--- config.mk ---
export PLATFORM = sky130hd
export DESIGN_NAME = programmable_freq_divider
export DESIGN_NICKNAME = d
export VERILOG_FILES = /design/src/rtl/programmable_freq_divider.sv
export SDC_FILE = /design/constraint.sdc
export NUM_CORES = 1
export LEC_CHECK = 0
export ABC_AREA = 1
export CAP_MARGIN = 15
export CORE_MARGIN = 2
export CORE_UTILIZATION = 25
export DETAILED_ROUTE_END_ITERATION = 6
export PLACE_DENSITY = 0.46
export SLEW_MARGIN = 0
export SYNTH_ARGS = -nofsm -noshare
export SYNTH_HDL_FRONTEND = slang
export SYNTH_SLANG_ARGS = --single-unit
--- constraint.sdc ---
create_clock -name clk -period 3.5 [get_ports clk]
set_clock_uncertainty 0.2 [all_clocks]
set_input_delay 0.7 -clock clk [delete_from_list [all_inputs] [get_ports clk]]
set_output_delay 0.7 -clock clk [all_outputs]
set_load 0.01 [all_outputs]
--- src/rtl/programmable_freq_divider.sv ---
// programmable_freq_divider
// Run-time programmable integer clock divider (N = 2 .. 2^WIDTH-1) with a
// 50% duty cycle for both even and odd N. Odd N uses a negedge retiming
// stage. Divisor updates are deferred to the period boundary, so the output
// never glitches.
module programmable_freq_divider #(
   parameter int WIDTH       = 4,
   parameter int DEFAULT_DIV = 3
) (
   input  logic             clk,
   input  logic             reset,
   input  logic             en,
   input  logic [WIDTH-1:0] div,
   input  logic             load,
   output logic [WIDTH-1:0] pos_count,
   output logic [WIDTH-1:0] neg_count,
   output logic             clk_out,
   output logic             tick,
   output logic             pending
);

   localparam logic [WIDTH-1:0] C_ONE     = WIDTH'(1);
   localparam logic [WIDTH-1:0] C_TWO     = WIDTH'(2);
   localparam logic [WIDTH-1:0] C_DEFAULT = WIDTH'(DEFAULT_DIV);

   typedef enum logic {
      ST_IDLE,
      ST_RUN
   } state_t;

   state_t           r_state;
   logic [WIDTH-1:0] r_pos_count;
   logic [WIDTH-1:0] r_neg_count;
   logic [WIDTH-1:0] r_n_act;
   logic [WIDTH-1:0] r_shadow;
   logic             r_clk_pos;
   logic             r_clk_neg;
   logic             r_tick;
   logic             r_pending;

   logic [WIDTH-1:0] w_div_coerced;
   logic [WIDTH-1:0] w_next_count;
   logic [WIDTH-1:0] w_next_n;
   logic [WIDTH-1:0] w_half;
   logic             w_wrap;

   // Next count, divisor in force for the next count, and its high-phase length
   always_comb begin
      w_div_coerced = (div < C_TWO) ? C_TWO : div;
      w_wrap        = (r_pos_count == (r_n_act - C_ONE));
      w_next_count  = w_wrap ? '0 : (r_pos_count + C_ONE);
      w_next_n      = r_n_act;
      // A same-cycle load takes priority over an already pending shadow value
      if ((r_state == ST_IDLE) || w_wrap) begin
         if (load) begin
            w_next_n = w_div_coerced;
         end else if (r_pending) begin
            w_next_n = r_shadow;
         end
      end
      // ceil(N/2) as (N>>1)+N[0] so that N = 2^WIDTH-1 cannot overflow
      w_half = (w_next_n >> 1) + {{(WIDTH-1){1'b0}}, w_next_n[0]};
   end

   // Posedge control: start, period counting, divisor shadowing, tick
   always_ff @(posedge clk) begin
      if (reset) begin
         r_state     <= ST_IDLE;
         r_pos_count <= '0;
         r_clk_pos   <= 1'b0;
         r_tick      <= 1'b0;
         r_pending   <= 1'b0;
         r_n_act     <= C_DEFAULT;
         r_shadow    <= C_DEFAULT;
      end else if (!en) begin
         r_tick <= 1'b0;
      end else if (r_state == ST_IDLE) begin
         r_state     <= ST_RUN;
         r_pos_count <= '0;
         r_clk_pos   <= 1'b1;
         r_tick      <= 1'b1;
         r_n_act     <= w_next_n;
         r_pending   <= 1'b0;
      end else begin
         r_pos_count <= w_next_count;
         r_clk_pos   <= (w_next_count < w_half);
         r_tick      <= (w_next_count == '0);
         r_n_act     <= w_next_n;
         if (w_wrap) begin
            r_pending <= 1'b0;
         end else if (load) begin
            r_shadow  <= w_div_coerced;
            r_pending <= 1'b1;
         end
      end
   end

   // Negedge retiming stage: delays the phase by half a cycle for odd N
   always_ff @(negedge clk) begin
      if (reset) begin
         r_clk_neg   <= 1'b0;
         r_neg_count <= '0;
      end else if (en) begin
         r_clk_neg   <= r_clk_pos;
         r_neg_count <= r_pos_count;
      end
   end

   // Odd/even select only changes at a period boundary, where both phases are low
   assign clk_out   = r_n_act[0] ? (r_clk_pos & r_clk_neg) : r_clk_pos;
   assign tick      = r_tick & en;
   assign pos_count = r_pos_count;
   assign neg_count = r_neg_count;
   assign pending   = r_pending;

endmodule

### Word-level counts from Yosys, hierarchy flattened

Index checks and enable logic that the tools add are counted.

* add/sub/neg operators: 3
* magnitude comparators: 2
* eq/ne operators: 2
* muxes and demuxes: 12
* bitwise operators: 5
* reduce and logical (&&, ||, !) cells: 5

Operator list (count)
* $mux W4: 6
* $mux W1: 6
* $add A3 B1 Y4: 1
* $add A4 B1 Y4 const B: 1
* $eq A4 B4 Y1: 1
* $logic_not A4 Y1: 1
* $lt A4 B2 Y1 const B: 1
* $lt A4 B4 Y1: 1
* $reduce_and A4 Y1: 1
* $sub A4 B1 Y4 const B: 1
* $ne A3 B2 Y1 const B: 1
* $not A1 Y1: 3
* $and A1 B1 Y1: 2
* $reduce_and A2 Y1: 1
* $reduce_or A2 Y1: 1
* $logic_or A1 B1 Y1: 1

* register bits: 21
* input port bits: 8
* word-level logic and storage cells: 38

### Depth between registers and ports, before layout

* word-level depth: 7
* depth in mapped cells: 21
* depth with buffers taken out: 21

==> qor.txt <==
Setup TNS = -0.0170 ns
Cells along the critical path = nor2_2 -> nor2_1 -> buf_2
Hold WS = 0.262 ns
Cell area after synthesis = 0.00129 mm2
Final nets = 222
Area grow syn2layout = 26.0%
Distinct cell type count of the synthesized netlist = 29
Cell Count, Final, Fillers Out = 276
Endpoint, Worst Hold = neg_count[0]$_SDFFE_NP0P_
Commonest non-fill, non-tap cell in the layout = nand2_1
Delay-heaviest family, CP = flip-flops
H-tree depth = 1
Worst stage delay on the critical path = 0.32 ns
Placed cell count = 268
Reg2Reg Setup Slack = 0.53 ns
Die ar. = 0.00576 mm2
Synthesis warning total = 0
Worst setup slack after layout = -0.0170 ns
Worst EP arrival = 2.62 ns
Sequential power share = 0.431
Global route total overflow = 0
CTS tree = yes
First DRT Iteration DRCs = 80
# clock sinks = 21
Reg2Reg Depth = 20
Worst r2r src = r_n_act[0]$_SDFFE_PP1P_
Core area = 0.00504 mm2
Largest net degree at the start of global routing = 13
Switching Share = 0.339
Global Route Usage Sum = 0.122
Diodes inserted = 0
Routability congestion estimate = 0.733
Critical Path End Type = primary output
I/O pin cnt = 19
Clock power share = 0.297
Pre-CTS WS = -0.173 ns
Clock Pin Slew Worst Setup and Hold Paths = 0.03 ns
CTS Buf Count = 3
Startpoint Class = flop
Rel. slew slack = 0.697
Starting density of the core = 0.256
Routed WL per cell = 11.2 um
Die span in y = 75.9 um
Power Dens Cells = 385 mW/mm2
First-pass GRT wire length = 5.12 mm
Failing checks = negative setup slack
Hold path start = neg_count[0]$_SDFFE_NP0P_
Dpl hpwl = 2.48 mm
# setup viols final = 1
CP max stage cell = dfxtp_2
Worst Path Buf+Inv = 1
Vias/cell = 4.17
Post-route DRC = 0
CP Class = reg -> out
Layout cells sized above 1 = 0.204
Cts hold-fix bufs = 0
RSZ-0062 raised after global routing = true
DRT antenna net count = 0
Width of the die = 75.9 um
Switching power = 212 uW
Rows = 26
Final Slew Violations = 0
Most frequent cells in the layout = 50 x nand2_1, 25 x inv_1, 20 x dfxtp_1
Leak = 0.000768 uW
WHS Path Cells = 2
Power share of the combinational group = 0.272
Clock latency on the worst-skew pair = 0.27 ns
VDD IR-drop max = 0.000160 V
Antenna violations before repair = 0
CP Max Fanout = 2
P_int = 414 uW
Tightest Pin Transition = 0.454 ns
Hold Path Class = reg -> reg
Final hold vios = 0
Vias in the first global route = 1,040
Post-synthesis sequential area ratio = 0.326
Capture point of the worst reg-to-reg path = r_clk_pos$_SDFFE_PP0P_
Final Cell Area = 0.00163 mm2
Final wirelength = 3.10 mm
Mean cell area of the mapped netlist = 7.25 um2
Drt pass-1 iters = 4
Cells after synthesis = 178
Routed via count = 1,151
Placed inst area = 0.00159 mm2
Outcome = finished, violations left
Max_cap viols = 0
Port Buffers = 18
Worst EP required = 2.60 ns
Max clock buf depth = 2
Post-CTS Setup Bufs = 0
Count of state elements after synthesis = 21
CTS root buf = clkbuf_8
Syn Nets = 193
## how the worst max path moves through the flow
stage | from | end | slack [ns] | cells after the start
after floorplan | reset | neg_count[1]$_SDFFE_NP0P_ | 0.22 | 4
after global placement | en | neg_count[3]$_SDFFE_NP0P_ | -0.17 | 4
after detailed placement | en | neg_count[3]$_SDFFE_NP0P_ | -0.17 | 4
after CTS | r_clk_neg$_SDFFE_NP0P_ | clk_out | -0.04 | 3
after global routing | r_clk_neg$_SDFFE_NP0P_ | clk_out | -0.12 | 3
final | r_clk_neg$_SDFFE_NP0P_ | clk_out | -0.02 | 3
## layer usage
layer | up-vias | global-route usage | wire (um)
met5 | - | 0 | 0
met4 | 0 | 0.0643 | 70
met3 | 5 | 0.0172 | 96
met2 | 14 | 0.182 | 1370
met1 | 502 | 0.171 | 1560
li1 | 630 | - | -
## layout make-up
type,instances,area (um2)
Timing Repair Buffer,25,208
Inverter,25,93.8
Fill cell,554,3420
Multi-Input combinational cell,126,752
Clock buffer,4,45.0
Clock inverter,5,18.8
Tap cell,70,87.6
Sequential cell,21,422
## through the flow
step / util / power [uW]
floorplan: - / 404
global placement: 0.315 / 461
detailed placement: 0.315 / 461
CTS: 0.322 / 633
global route: 0.323 / 676
finish: 0.323 / 626
## flip-flops by register name, summed over array words and instances, names as in the netlist
register and flops:
r_tick 1, r_shadow 4, r_n_act 4, r_state 1, pos_count 4, pending 1
r_clk_pos 1, neg_count 4, r_clk_neg 1
## synth_stat cells
cell type	count	share of area
o22ai_1	2	0.0097
ha_1	7	0.068
xnor2_1	2	0.014
buf_2	1	0.0039
nor2_2	2	0.0097
clkbuf_1	2	0.0058
nor2_1	8	0.023
nand3_2	1	0.0078
nand2_8	1	0.016
xor2_1	3	0.020
buf_1	1	0.0029
nand2_4	1	0.0087
nor2_4	1	0.0087
o21ai_0	9	0.035
inv_2	5	0.015
buf_4	1	0.0058
o211ai_2	2	0.019
a21oi_2	3	0.020
inv_1	21	0.061
nand3_1	6	0.023
nand4_4	1	0.016
o211ai_4	1	0.016
o31ai_1	1	0.0058
nand2_1	50	0.15
o21ai_2	2	0.014
a21oi_1	15	0.058
o211ai_1	3	0.017
nand2_2	5	0.024
dfxtp_1	21	0.33
## power by group through the flow
stage          clock, uW  combinational [uW]  sequential (uW)
2_1_floorplan       10.7                 121              272
3_5_place_dp        10.7                 175              275
6_report             186                 170              270
3_3_place_gp        10.7                 176              275
4_1_cts              191                 173              270
5_1_grt              205                 199              272
## cell families (layout without fill, tap and decap cells)
group                    count (synthesis)  count (layout)  synth area share
flip-flops                              21              21             0.326
AND/OR/NAND/NOR                         76              76             0.283
XOR/XNOR                                 5               5            0.0339
AO/OA/AOI/OAI                           38              38             0.196
adder cells (fa/ha/maj)                  7               7            0.0678
buffers and inverters                   31              59            0.0940
## worst register-to-register path, cell delays in order (launching register included)
cell and delay, ns:
dfxtp_1 0.40, inv_2 0.10, ha_1 0.32, inv_1 0.06
nand2_1 0.04, nand2_1 0.08, nand3_2 0.08, nor2_4 0.13
nand2_4 0.11, nand2_8 0.13, nor2_2 0.05, a21oi_2 0.13
ha_1 0.23, ha_1 0.18, xnor2_1 0.12, ha_1 0.24
nand2_1 0.06, inv_1 0.03, nand2_1 0.05, nand2_1 0.06
a21oi_2 0.11
## what timing repair did
item | in CTS | in global routing
setup endpoints to repair | 5 | 1
pin swaps | 1 | 0
resized for setup | 20 | 2
Power figures use the tool's default switching activity.
